## config.mk

```make
export PLATFORM = sky130hd
export DESIGN_NAME = enc_word_deserializer_flat
export DESIGN_NICKNAME = d
export VERILOG_FILES = /design/src/rtl/enc_rx_pkg.sv /design/src/rtl/enc_word_deserializer_if.sv /design/src/rtl/enc_sym_shift.sv /design/src/rtl/enc_word_deserializer.sv /design/src/flat_wrapper.sv
export SDC_FILE = /design/constraint.sdc
export NUM_CORES = 1
export LEC_CHECK = 0
export ABC_AREA = 1
export CAP_MARGIN = 25
export CORE_MARGIN = 2
export CORE_UTILIZATION = 40
export DETAILED_ROUTE_END_ITERATION = 8
export GPL_ROUTABILITY_DRIVEN = 0
export GPL_TIMING_DRIVEN = 0
export PLACE_DENSITY = 0.73
export SKIP_CTS_REPAIR_TIMING = 1
export SYNTH_ARGS = -nofsm -noshare
export SYNTH_HDL_FRONTEND = slang
export SYNTH_SLANG_ARGS = --single-unit
```

## constraint.sdc

```tcl
create_clock -name Clk -period 1.9 [get_ports Clk]
set_input_delay 0.57 -clock Clk [delete_from_list [all_inputs] [get_ports Clk]]
set_output_delay 0.57 -clock Clk [all_outputs]
set_load 0.02 [all_outputs]
```

## src/rtl/enc_rx_pkg.sv

```systemverilog
// Shared constants and FSM state encoding for the encrypted-word receive path.
package enc_rx_pkg;

    localparam int unsigned SYM_W  = 6;
    localparam int unsigned WORD_W = 78;
    localparam int unsigned BEATS  = WORD_W / SYM_W;
    localparam int unsigned CNT_W  = 4;

    typedef enum logic [1:0] {
        IDLE    = 2'd0,
        COLLECT = 2'd1,
        CHECK   = 2'd2,
        HOLD    = 2'd3
    } state_t;

endpackage

```

## src/rtl/enc_word_deserializer_if.sv

```systemverilog
// Symbol-in / word-out handshake bundle of the encrypted-word deserializer.
interface enc_word_deserializer_if #(
    parameter int unsigned SYM_W  = enc_rx_pkg::SYM_W,
    parameter int unsigned WORD_W = enc_rx_pkg::WORD_W
);
    logic [SYM_W-1:0]  sym_in;
    logic              sym_valid;
    logic              sym_sof;
    logic              sym_ready;
    logic [WORD_W-1:0] word_out;
    logic              word_valid;
    logic              word_ready;
    logic              frame_err;
    logic              csum_err;

    modport master (
        output sym_in, sym_valid, sym_sof, word_ready,
        input  sym_ready, word_out, word_valid, frame_err, csum_err
    );

    modport slave (
        input  sym_in, sym_valid, sym_sof, word_ready,
        output sym_ready, word_out, word_valid, frame_err, csum_err
    );
endinterface

```

## src/rtl/enc_sym_shift.sv

```systemverilog
// Symbol shift register, saturating beat counter and (ENC_RX_CHECKSUM_EN) XOR accumulator.
module enc_sym_shift #(
    parameter int unsigned SYM_W  = enc_rx_pkg::SYM_W,
    parameter int unsigned WORD_W = enc_rx_pkg::WORD_W,
    parameter int unsigned CNT_W  = enc_rx_pkg::CNT_W
) (
    input  logic              Clk,
    input  logic              Rst,
    input  logic              i_load,
    input  logic              i_shift,
    input  logic              i_clear,
    input  logic [SYM_W-1:0]  i_sym,
`ifdef ENC_RX_CHECKSUM_EN
    output logic [SYM_W-1:0]  o_acc,
`endif
    output logic [WORD_W-1:0] o_word,
    output logic [CNT_W-1:0]  o_count
);
    localparam int unsigned BEATS = WORD_W / SYM_W;

    logic [WORD_W-1:0] r_word;
    logic [CNT_W-1:0]  r_count;

    // Load starts a new frame; shift appends MSB-first; clear only rewinds the count.
    always_ff @(posedge Clk) begin
        if (Rst) begin
            r_word  <= '0;
            r_count <= '0;
        end else if (i_load) begin
            r_word  <= WORD_W'(i_sym);
            r_count <= CNT_W'(1);
        end else if (i_shift) begin
            r_word  <= {r_word[WORD_W-SYM_W-1:0], i_sym};
            r_count <= (r_count == CNT_W'(BEATS)) ? r_count : r_count + CNT_W'(1);
        end else if (i_clear) begin
            r_count <= '0;
        end
    end

`ifdef ENC_RX_CHECKSUM_EN
    logic [SYM_W-1:0] r_acc;

    always_ff @(posedge Clk) begin
        if (Rst) begin
            r_acc <= '0;
        end else if (i_load) begin
            r_acc <= i_sym;
        end else if (i_shift) begin
            r_acc <= r_acc ^ i_sym;
        end
    end

    assign o_acc = r_acc;
`endif

    assign o_word  = r_word;
    assign o_count = r_count;

endmodule

```

## src/rtl/enc_word_deserializer.sv

```systemverilog
// Reassembles 13 six-bit symbols into a 78-bit word with framing checks.
// Optional checksum beat verification when ENC_RX_CHECKSUM_EN is defined.
module enc_word_deserializer #(
    parameter int unsigned SYM_W  = enc_rx_pkg::SYM_W,
    parameter int unsigned WORD_W = enc_rx_pkg::WORD_W
) (
    input  logic                    Clk,
    input  logic                    Rst,
    enc_word_deserializer_if.slave  bus
);
    import enc_rx_pkg::*;

    localparam int unsigned BEATS = WORD_W / SYM_W;

    state_t            r_state;
    state_t            w_next;
    logic              r_sym_ready;
    logic              r_word_valid;
    logic              r_frame_err;
    logic              w_beat;
    logic              w_load;
    logic              w_shift;
    logic              w_clear;
    logic              w_frame_err;
    logic [CNT_W-1:0]  w_count;
    logic [WORD_W-1:0] w_word;
`ifdef ENC_RX_CHECKSUM_EN
    logic              r_csum_err;
    logic              w_csum_err;
    logic [SYM_W-1:0]  w_acc;
`endif

    assign w_beat = bus.sym_valid && r_sym_ready;

    enc_sym_shift #(
        .SYM_W  (SYM_W),
        .WORD_W (WORD_W),
        .CNT_W  (CNT_W)
    ) u_shift (
        .Clk     (Clk),
        .Rst     (Rst),
        .i_load  (w_load),
        .i_shift (w_shift),
        .i_clear (w_clear),
        .i_sym   (bus.sym_in),
`ifdef ENC_RX_CHECKSUM_EN
        .o_acc   (w_acc),
`endif
        .o_word  (w_word),
        .o_count (w_count)
    );

    // Next-state and datapath control.
    always_comb begin
        w_next      = r_state;
        w_load      = 1'b0;
        w_shift     = 1'b0;
        w_clear     = 1'b0;
        w_frame_err = 1'b0;
`ifdef ENC_RX_CHECKSUM_EN
        w_csum_err  = 1'b0;
`endif
        case (r_state)
            IDLE: begin
                if (w_beat) begin
                    if (bus.sym_sof) begin
                        w_load = 1'b1;
                        w_next = COLLECT;
                    end else begin
                        w_frame_err = 1'b1;
                    end
                end
            end
            COLLECT: begin
                if (w_beat) begin
                    if (bus.sym_sof) begin
                        w_load      = 1'b1;
                        w_frame_err = 1'b1;
                    end else begin
                        w_shift = 1'b1;
                        if (w_count == CNT_W'(BEATS - 1)) begin
`ifdef ENC_RX_CHECKSUM_EN
                            w_next = CHECK;
`else
                            w_next = HOLD;
`endif
                        end
                    end
                end
            end
`ifdef ENC_RX_CHECKSUM_EN
            CHECK: begin
                if (w_beat) begin
                    if (bus.sym_sof) begin
                        w_load      = 1'b1;
                        w_frame_err = 1'b1;
                        w_next      = COLLECT;
                    end else if (bus.sym_in == w_acc) begin
                        w_next = HOLD;
                    end else begin
                        w_csum_err = 1'b1;
                        w_clear    = 1'b1;
                        w_next     = IDLE;
                    end
                end
            end
`endif
            HOLD: begin
                if (bus.word_ready) begin
                    w_clear = 1'b1;
                    w_next  = IDLE;
                end
            end
            default: begin
                w_clear = 1'b1;
                w_next  = IDLE;
            end
        endcase
    end

    // State and registered handshake/status outputs.
    always_ff @(posedge Clk) begin
        if (Rst) begin
            r_state      <= IDLE;
            r_sym_ready  <= 1'b0;
            r_word_valid <= 1'b0;
            r_frame_err  <= 1'b0;
        end else begin
            r_state      <= w_next;
            r_sym_ready  <= (w_next != HOLD);
            r_word_valid <= (w_next == HOLD);
            r_frame_err  <= w_frame_err;
        end
    end

`ifdef ENC_RX_CHECKSUM_EN
    always_ff @(posedge Clk) begin
        if (Rst) begin
            r_csum_err <= 1'b0;
        end else begin
            r_csum_err <= w_csum_err;
        end
    end

    assign bus.csum_err = r_csum_err;
`else
    assign bus.csum_err = 1'b0;
`endif

    assign bus.sym_ready  = r_sym_ready;
    assign bus.word_valid = r_word_valid;
    assign bus.word_out   = w_word;
    assign bus.frame_err  = r_frame_err;

endmodule

```

## src/flat_wrapper.sv

```systemverilog
// flat-port wrapper written by rule: the top's interface ports become plain ports
module enc_word_deserializer_flat import enc_rx_pkg::*;
#(
    parameter int unsigned SYM_W  = enc_rx_pkg::SYM_W,
    parameter int unsigned WORD_W = enc_rx_pkg::WORD_W
)
  (Clk, Rst, bus_sym_in, bus_sym_valid, bus_sym_sof, bus_word_ready, bus_sym_ready, bus_word_out, bus_word_valid, bus_frame_err, bus_csum_err);
  enc_word_deserializer_if #(.SYM_W(SYM_W), .WORD_W(WORD_W)) bus_i ();
  input  logic Clk;
  input  logic Rst;
  input wire logic [$bits(bus_i.sym_in)-1:0] bus_sym_in;
  input wire logic [$bits(bus_i.sym_valid)-1:0] bus_sym_valid;
  input wire logic [$bits(bus_i.sym_sof)-1:0] bus_sym_sof;
  input wire logic [$bits(bus_i.word_ready)-1:0] bus_word_ready;
  output wire logic [$bits(bus_i.sym_ready)-1:0] bus_sym_ready;
  output wire logic [$bits(bus_i.word_out)-1:0] bus_word_out;
  output wire logic [$bits(bus_i.word_valid)-1:0] bus_word_valid;
  output wire logic [$bits(bus_i.frame_err)-1:0] bus_frame_err;
  output wire logic [$bits(bus_i.csum_err)-1:0] bus_csum_err;
  assign bus_i.sym_in = bus_sym_in;
  assign bus_i.sym_valid = bus_sym_valid;
  assign bus_i.sym_sof = bus_sym_sof;
  assign bus_i.word_ready = bus_word_ready;
  assign bus_sym_ready = bus_i.sym_ready;
  assign bus_word_out = bus_i.word_out;
  assign bus_word_valid = bus_i.word_valid;
  assign bus_frame_err = bus_i.frame_err;
  assign bus_csum_err = bus_i.csum_err;
  enc_word_deserializer #(.SYM_W(SYM_W), .WORD_W(WORD_W)) u_core (.Clk(Clk), .Rst(Rst), .bus(bus_i));
endmodule
```

==> reports/qor.txt <==
Filler cells = 696
Clk pin slew, worst setup/hold paths = 0.07 ns
Initial DRC count = 89
NetSw = 0.724 mW
Int Power = 2.70 mW
Yosys warns = 0
Area grow syn2layout = 45.8%
Drt wl/cell = 12.8 um
CP delay by family, top = buffers and inverters
First-pass GRT wire length = 12,700 um
Largest net degree at the start of global routing = 14
Crit Path Max Fanout = 1
Status = finished clean
Layout Nets = 525
CP max stage delay = 0.59 ns
Register area = 1740 um2
Endpoints failing hold = 0
Antenna viol nets, final = 0
Max Cap Violations = 0
Die area = 8720 um2
Setup Crit Path Kind = flop to primary output
CP required = 1.33 ns
Final Setup Violations = 0
IO Count = 93
Finished Core Util = 60.3%
Max Buffers Root-to-Sink = 2
F_max = 553 MHz
PortBufs = 91
Multi-input combinational cell area = 1250 um2
Die X-Extent = 93.4 um
Mean Syn Cell Area = 7.82 um2
Max-slew violation count = 0
Worst setup SP type = flop
Period utilization = 95.2%
Most common cell after layout, fill and taps aside = nand2_1
ANT cells = 0
Register area share after synthesis = 54.5%
Via/cell ratio = 4.79
DRT Wirelength = 7910 um
DR vias = 2,953
Starting Density = 41.4%
TritonCTS clock tree = yes
Core area = 7730 um2
Clk_skew = 0.00977 ns
Slowest CP cell = clkdlybuf4s50_1
Dpl cells = 602
DRC viols = 0
Die height = 93.4 um
Synth Register Bits = 87
Gate power share = 4.9%
Worst Hold Class = flop to flop
Share of layout cells above drive strength 1 = 8.37%
CTS Buf Count = 9
Post-Syn Area = 3200 um2
Gr ovfl total = 0
H-Tree Depth = 3
Initial antenna violation count = 0
Clk Latency, worst-skew pair = 0.35 ns
Crit path DAT = 1.24 ns
Fin crit period = 1.81 ns
Total GRT Usage = 18.1%
Clk sinks = 87
TritonRoute pass-1 iters = 5
Worst-case hold slack = 0.465 ns
Seq pwr share = 53.9%
Setup repair after global routing missed its margin = no
Worst path bufs/invs = 1
Vias in the first global route = 2,781
Sw Ratio = 21.1%
Row count = 32
Reg2Reg Setup Slack = 0.49 ns
Power Density = 735 nW/um2
Peak supply drop = 0.000452 V
Most frequent cells in the layout = nand2_1 (164), dfxtp_1 (87), dlymetal6s2s_1 (79), a21oi_1 (77), nor2_1 (19)
Critical Path End Type = primary output
Cell Count, Final, Fillers Out = 616
Yosys cell types = 25
Synthesized instance count = 409
Detailed placement HPWL = 5650 um
CTS root buf = clkbuf_8
Lkg Pwr = 3.03 nW
Part of the power in the clock network = 41.2%
Syn nets = 423
Critical-path cell list = clkdlybuf4s50_1
## layer usage
| metal | vias to the layer above | track usage, % | wire length [um] |
|---|---|---|---|
| met3 | 9 | 6.93 | 618 |
| met2 | 77 | 28.7 | 3660 |
| met4 | 0 | 4.17 | 74 |
| li1 | 1505 | - | - |
| met1 | 1362 | 23.2 | 3550 |
| met5 | - | 0 | 0 |
## cell type report
class | instances | share of cell area (%)
clock buffers | 11 | 3.25
multi-input cells | 286 | 26.8
clock inverters | 3 | 1.45
inverters | 12 | 0.994
flip-flops and latches | 87 | 37.4
plain buffers | 24 | 3.63
repair buffers | 91 | 23.8
well taps | 102 | 2.74
## worst paths after layout
path	start	cells after the start	to
setup / recovery	u_core.bus.frame_err	1	bus_frame_err
hold / removal	u_core.u_shift.o_word[72]	2	u_core.u_shift.o_word[72]
setup reg to reg	u_core.bus.sym_ready	7	u_core.u_shift.o_word[21]
hold reg to reg	u_core.u_shift.o_word[72]	2	u_core.u_shift.o_word[72]
## cell families after synthesis
group,count (synthesis),synth area share (%)
compound gates,85,13.4
xor+xnor,1,0.274
fa+ha+maj,3,1.17
buf+inv,36,6.50
flops,87,54.5
other cells,1,0.117
simple gates,196,24.0
## sequential cells by signal, summed over array words and instances (netlist names)
signal,cells
u_core.u_shift.o_word,78
u_core.bus.word_valid,1
u_core.r_state,2
u_core.u_shift.o_count,4
u_core.bus.sym_ready,1
u_core.bus.frame_err,1
## power by group through the flow
stage	Sequential, mW	Combinational (mW)	Clock (mW)
detailed placement	1.89	0.166	0
floorplan	1.90	0.0854	0
CTS	1.85	0.167	1.44
global placement	1.89	0.163	0
finish	1.85	0.166	1.41
global route	1.85	0.183	1.54
## synth_stat cells
master	n	area share, %
buf_4	1	0.23
nand2_1	164	19
inv_1	9	1.1
nand3_1	7	1.1
nand2_4	1	0.35
o21ai_0	6	0.94
dfxtp_1	87	54
clkbuf_1	2	0.23
a21oi_1	77	12
nor2_1	19	2.2
buf_6	5	1.8
buf_2	15	2.3
buf_8	1	0.47
clkinv_2	1	0.16
nand2_2	1	0.20
o21bai_1	1	0.23
nor2_2	1	0.20
ha_1	3	1.2
and3_1	1	0.20
conb_1	1	0.12
nand3_2	1	0.31
inv_2	2	0.23
a31oi_1	1	0.20
xnor2_1	1	0.27
nand4_1	1	0.20
## through the flow
stage,setup WS [ns],cell area [um2],setup TNS [ns],total power [mW]
after floorplan,0.488,3200,0,1.99
after global placement,-0.247,4240,-14.94,2.05
after detailed placement,-0.275,4240,-16.18,2.06
after CTS,-0.0618,4450,-1.24,3.46
after global routing,0.00437,4660,0,3.57
final,0.0919,4660,0,3.42
(Power assumes the default switching activity.)
